--- src/rtl/pipeline_pkg.sv ---
// Shared types and constants for the 16-bit pipeline.
// Holds fetch FSM encodings and the IF/ID bundle layout.
package pipeline_pkg;

  localparam int ADDR_W  = 16;
  localparam int INSTR_W = 16;

  typedef enum logic [1:0] {
    BOOT = 2'd0,
    RUN  = 2'd1,
    OOB  = 2'd2
  } fetch_state_e;

  typedef struct packed {
    logic [INSTR_W-1:0] instr;
    logic [ADDR_W-1:0]  pc;
    logic [ADDR_W-1:0]  pc_plus2;
    logic               valid;
  } if_id_t;

  function automatic logic addr_oob(
    input logic [ADDR_W-1:0] a,
    input int                words
  );
    return int'(a) > (2 * words - 2);
  endfunction

endpackage

--- src/rtl/pc_next_sel.sv ---
// Next-PC mux for the fetch stage plus instruction memory range checks.
// Priority: reset, redirect, stall/hold, sequential advance.
module pc_next_sel
  import pipeline_pkg::*;
#(
  parameter logic [15:0] RESET_PC   = 16'h0000,
  parameter int          IMEM_WORDS = 101
) (
  input  logic        reset,
  input  logic        redirect,
  input  logic        advance,
  input  logic [15:0] br_target,
  input  logic [15:0] pc,
  output logic [15:0] pc_next,
  output logic        target_oob,
  output logic        pc_oob
);

  logic [15:0] redirect_pc;

  assign redirect_pc = {br_target[15:1], 1'b0};
  assign target_oob  = addr_oob(redirect_pc, IMEM_WORDS);
  assign pc_oob      = addr_oob(pc, IMEM_WORDS);

  always_comb begin
    pc_next = pc;
    if (!reset)
      pc_next = RESET_PC;
    else if (redirect)
      pc_next = redirect_pc;
    else if (advance)
      pc_next = 16'(pc + 16'd2);
  end

endmodule

--- src/rtl/instruction_fetch.sv ---
// Fetch stage: owns the PC, reassembles memory bytes, loads IF/ID.
// Handles stall, redirect/flush and out-of-range halt.
module instruction_fetch
  import pipeline_pkg::*;
#(
  parameter logic [15:0] RESET_PC   = 16'h0000,
  parameter int          IMEM_WORDS = 101
) (
  input  logic        clk,
  input  logic        reset,
  output logic [15:0] i_mem_addr,
  input  logic [7:0]  i_mem_data_h,
  input  logic [7:0]  i_mem_data_l,
  input  logic        stall,
  input  logic        redirect,
  input  logic [15:0] br_target,
  output logic [15:0] if_id_instr,
  output logic [15:0] if_id_pc,
  output logic [15:0] if_id_pc_plus2,
  output logic        if_id_valid,
  output logic        misalign_err,
  output logic        fetch_oob,
  output logic [15:0] fetch_count
);

  fetch_state_e state;
  if_id_t       if_id;
  logic [15:0]  pc;
  logic [15:0]  pc_next;
  logic         target_oob;
  logic         pc_oob;
  logic         advance;

  assign advance = (state == RUN) && !pc_oob && !stall && !redirect;

  pc_next_sel #(
    .RESET_PC   (RESET_PC),
    .IMEM_WORDS (IMEM_WORDS)
  ) u_pc_next_sel (
    .reset      (reset),
    .redirect   (redirect),
    .advance    (advance),
    .br_target  (br_target),
    .pc         (pc),
    .pc_next    (pc_next),
    .target_oob (target_oob),
    .pc_oob     (pc_oob)
  );

  always_ff @(posedge clk) begin
    pc <= pc_next;
    if (!reset) begin
      state        <= BOOT;
      if_id        <= '0;
      fetch_count  <= '0;
      misalign_err <= 1'b0;
      fetch_oob    <= 1'b0;
    end else if (redirect) begin
      state        <= target_oob ? OOB : RUN;
      if_id.valid  <= 1'b0;
      misalign_err <= br_target[0];
      fetch_oob    <= target_oob;
    end else begin
      misalign_err <= 1'b0;
      if (!stall) begin
        unique case (state)
          BOOT: state <= RUN;
          RUN: begin
            if (pc_oob) begin
              state       <= OOB;
              if_id.valid <= 1'b0;
              fetch_oob   <= 1'b1;
            end else begin
              if_id.instr    <= {i_mem_data_h, i_mem_data_l};
              if_id.pc       <= pc;
              if_id.pc_plus2 <= 16'(pc + 16'd2);
              if_id.valid    <= 1'b1;
              fetch_count    <= 16'(fetch_count + 16'd1);
            end
          end
          OOB: if_id.valid <= 1'b0;
          default: state <= BOOT;
        endcase
      end
    end
  end

  assign i_mem_addr     = pc;
  assign if_id_instr    = if_id.instr;
  assign if_id_pc       = if_id.pc;
  assign if_id_pc_plus2 = if_id.pc_plus2;
  assign if_id_valid    = if_id.valid;

endmodule

--- config.mk ---
export PLATFORM = sky130hd
export DESIGN_NAME = instruction_fetch
export DESIGN_NICKNAME = d
export VERILOG_FILES = /design/src/rtl/pipeline_pkg.sv /design/src/rtl/pc_next_sel.sv /design/src/rtl/instruction_fetch.sv
export SDC_FILE = /design/constraint.sdc
export NUM_CORES = 1
export LEC_CHECK = 0
export CORE_MARGIN = 5
export CORE_UTILIZATION = 45
export CTS_BUF_LIST = sky130_fd_sc_hd__clkbuf_16
export CTS_CLUSTER_SIZE = 14
export DETAILED_ROUTE_END_ITERATION = 10
export PLACE_DENSITY = 0.81
export SYNTH_ARGS = -nofsm -noshare
export SYNTH_HDL_FRONTEND = slang
export SYNTH_SLANG_ARGS = --single-unit
--- constraint.sdc ---
create_clock -name clk -period 1.9 [get_ports clk]
set_input_delay 0.57 -clock clk [delete_from_list [all_inputs] [get_ports clk]]
set_output_delay 0.57 -clock clk [all_outputs]
set_load 0.02 [all_outputs]
==> load_flow_metrics.sql <==
INSERT INTO impl_metrics (metric_group, metric, value, unit) VALUES
('setup_path', 'timing.critical_path.required', '1.33', 'ns'),
('setup_path', 'cp_data_arrival_time', '1.31', 'ns'),
('floorplanning', 'floorplan.io_pins', '119', ''),
('power_and_ir_drop', 'static_leakage_power', '2.22', 'nW'),
('sta', 'achievable-frequency', '533', 'MHz'),
('sta', 'grt_setup_unrepaired', 'yes', ''),
('global_routing', 'pin_count_of_the_biggest_net_entering_global_routing', '38', ''),
('sta', 'timing.final.crit_share', '98.7', '%'),
('sta', 'timing.final.setup_violations', '0', ''),
('place', 'port-buffer-count', '115', ''),
('cells_and_area', 'fin_nets', '555', ''),
('synthesis', 'syn_area_per_cell', '8.90', 'sq um'),
('cells_and_area', 'layout.core_utilization', '70.9', '%'),
('cells_and_area', 'post_route_cells_drive_above_1_share', '12.4', '%'),
('setup_path', 'timing.critical_path.slowest_cell_delay', '0.63', 'ns'),
('setup_path', 'endpoint_kind', 'output port', ''),
('cts', 'worst_skew_pair.late_latency', '0.33', 'ns'),
('synthesis', 'synth_top_cell_area_share', '47.9', '%'),
('setup_path', 'crit_path_cell_trace', 'clkdlybuf4s50_1', ''),
('global_routing', 'gr_util_met3', '6.39', '%'),
('global_routing', 'initial_antenna_violation_count', '0', ''),
('cts', 'ctsLongestPathBuffers', '2', ''),
('synthesis', 'synth-warning-count', '0', ''),
('place', 'pre_cts_slack', '-0.263', 'ns'),
('synthesis', 'area_leader_netlist', 'sky130_fd_sc_hd__dfxtp_1', ''),
('floorplanning', 'floorplan.initialDensity', '46.7', '%'),
('global_routing', 'top_usage_layer', 'met2', ''),
('sta', 'fin_worst_skew', '0.00845', 'ns'),
('synthesis', 'synth_seq_area_share', '47.9', '%'),
('routing', 'detail_route.vias_per_cell', '5.16', ''),
('sta', 'final_max_slew_viol_count', '0', ''),
('routing', 'drt_first_iter_violations', '203', ''),
('synthesis', 'number_of_instances_in_the_synthesized_netlist', '385', ''),
('global_routing', 'grt_util_met1', '22.9', '%'),
('cells_and_area', 'total_area_of_multi_input_combinational_cells', '0.00169', 'sq mm'),
('routing', 'detail_route.wirelength', '9.50', 'mm'),
('cells_and_area', 'final.fill_count', '570', ''),
('power_and_ir_drop', 'power.density_cell_area', '814', 'mW/mm^2'),
('cells_and_area', 'syn2layout_area_growth', '51.7', '%'),
('synthesis', 'post_synth_most_frequent_cells', '82 x sky130_fd_sc_hd__dfxtp_1, 65 x sky130_fd_sc_hd__nand2_1, 37 x sky130_fd_sc_hd__nor2_1', ''),
('synthesis', 'synth-edff-count', '0', ''),
('floorplanning', 'rows', '31', ''),
('setup_path', 'crit_type', 'flip-flop to output port', ''),
('routing', 'wl_per_cell', '15.4', 'microns'),
('cts', 'clkSlewWorstSetupHoldPaths', '0.06', 'ns'),
('setup_path', 'critical_path.n_buffers_inverters', '1', ''),
('floorplanning', 'die_area', '0.00946', 'sq mm'),
('global_routing', 'grt.met2_usage', '33.4', '%'),
('run_status', 'status', 'complete, no violations', ''),
('sta', 'hold_violations_final', '0', ''),
('synthesis', 'synth.distinct_cells', '47', ''),
('floorplanning', 'die_y', '97.3', 'microns'),
('min_path', 'hp-class', 'flip-flop to flip-flop', ''),
('floorplanning', 'core_region_area', '0.00733', 'sq mm'),
('place', 'post-dp-hpwl', '6.81', 'mm'),
('routing', 'antenna_violating_nets_post_route', '0', ''),
('power_and_ir_drop', 'maximum_ir_drop_on_the_vdd_rail', '0.564', 'mV'),
('place', 'gpl.final_weighted_congestion', '0.814', ''),
('cts', 'cts-buffers-inserted', '9', ''),
('synthesis', 'post-synth-top-count-cell', 'sky130_fd_sc_hd__dfxtp_1', ''),
('floorplanning', 'chipWidth', '97.3', 'microns'),
('cts', 'tritoncts', 'yes', ''),
('synthesis', 'ys.flop_type', 'sky130_fd_sc_hd__dfxtp_1', ''),
('setup_path', 'worst_path_dominant_cell_family', 'buffers and inverters', ''),
('cts', 'cts-htree-levels', '3', ''),
('synthesis', 'synth_area_leaders', 'sky130_fd_sc_hd__dfxtp_1 48%, sky130_fd_sc_hd__nand2_1 7.1%, sky130_fd_sc_hd__a21oi_1 5.0%', ''),
('synthesis', 'synth_async_sr_flop_share', '0', '%'),
('setup_path', 'crit_fanout', '2', ''),
('global_routing', 'grt_pass1_vias', '3131', ''),
('job', 'timing.max_cap.violations', '0', ''),
('setup_path', 'timing.critical_path.slowest_stage_cell', 'sky130_fd_sc_hd__clkdlybuf4s50_1', '');
-- per-layer routing --
layer / vias to the layer above / part of all wire, %
met5: - / 0
met4: 0 / 0.68
met3: 10 / 7.1
met2: 119 / 51
met1: 1480 / 42
li1: 1577 / -
-- area by class of cell --
type / count / area share [%]
multi-input combinational: 273 / 32.5
sequential: 82 / 31.6
timing repair buffer: 141 / 26.4
clock buffer: 9 / 4.33
clock inverter: 7 / 2.38
tap: 99 / 2.38
inverter: 6 / 0.433
-- cells by family (layout without fill, tap and decap cells) --
| group | Yosys count | after routing | share of synthesized area [%] |
|---|---|---|---|
| buffers and inverters | 32 | 163 | 4.53 |
| adder cells (fa/ha/maj) | 6 | 6 | 2.19 |
| XOR/XNOR | 15 | 15 | 3.83 |
| AO/OA/AOI/OAI | 58 | 58 | 10.6 |
| multiplexers | 13 | 13 | 3.80 |
| flip-flops | 82 | 82 | 47.9 |
| other | 1 | 3 | 0.109 |
| AND/OR/NAND/NOR | 178 | 178 | 27.0 |
-- per-stage QoR --
| step | cells | hold slack, ns | setup TNS [ns] | cell area (sq um) | total power (W) |
|---|---|---|---|---|---|
| floorplan | 387 | 0.463 | 0 | 3430 | 0.00203 |
| global placement | 600 | 0.443 | -12.14 | 4790 | 0.00223 |
| detailed placement | 600 | 0.451 | -14.82 | 4790 | 0.00224 |
| CTS | 616 | 0.460 | 0 | 5110 | 0.00424 |
| global route | 617 | 0.483 | -0.0237 | 5200 | 0.00438 |
| finish | 617 | 0.459 | 0 | 5200 | 0.00423 |
-- final timing paths --
path | cells after the start | slack, ns | endpoint | startpoint
setup reg to reg | 7 | 0.10 | i_mem_addr[2] | i_mem_addr[1]
hold / removal | 2 | 0.46 | if_id_pc[3] | if_id_pc[3]
hold reg to reg | 2 | 0.46 | if_id_pc[3] | if_id_pc[3]
setup / recovery | 1 | 0.02 | if_id_pc[7] | if_id_pc[7]
-- repair_timing --
action | in CTS | in global routing
resized for setup | 24 | 19
setup endpoints to repair | 24 | 65
pin swaps | 0 | 5
buffers inserted | 0 | 1
-- layout by cell type, fill, tap and decap left out, types with 5 or more instances in the layout --
master / count
sky130_fd_sc_hd__nor3_1: 6
sky130_fd_sc_hd__a211oi_1: 6
sky130_fd_sc_hd__and3_1: 19
sky130_fd_sc_hd__nand4_1: 7
sky130_fd_sc_hd__inv_1: 5
sky130_fd_sc_hd__nor2_1: 36
sky130_fd_sc_hd__nand2b_1: 6
sky130_fd_sc_hd__xnor2_1: 12
sky130_fd_sc_hd__clkdlybuf4s50_1: 81
sky130_fd_sc_hd__ha_1: 5
sky130_fd_sc_hd__mux2i_1: 13
sky130_fd_sc_hd__o21ai_0: 7
sky130_fd_sc_hd__nor4_2: 8
sky130_fd_sc_hd__buf_4: 23
sky130_fd_sc_hd__dfxtp_1: 82
sky130_fd_sc_hd__dlygate4sd2_1: 24
sky130_fd_sc_hd__nand2_1: 65
sky130_fd_sc_hd__dlymetal6s2s_1: 10
sky130_fd_sc_hd__a21oi_1: 34
sky130_fd_sc_hd__clkbuf_16: 9
sky130_fd_sc_hd__nand3_1: 11
-- flip-flops by register name (all words and copies together), names as in the netlist --
name / cells
if_id_pc_plus2: 15
if_id_instr: 16
fetch_oob: 1
i_mem_addr: 15
fetch_count: 16
if_id_valid: 1
state: 2
misalign_err: 1
if_id_pc: 15
-- report_power, final --
group	switching, W	leakage, nW	internal (W)	total [W]
clock network	0.000727	0.167	0.00130	0.00202
registers	0.0000294	0.665	0.00175	0.00178
logic	0.000225	1.39	0.000203	0.000427
(Power assumes the default switching activity.)
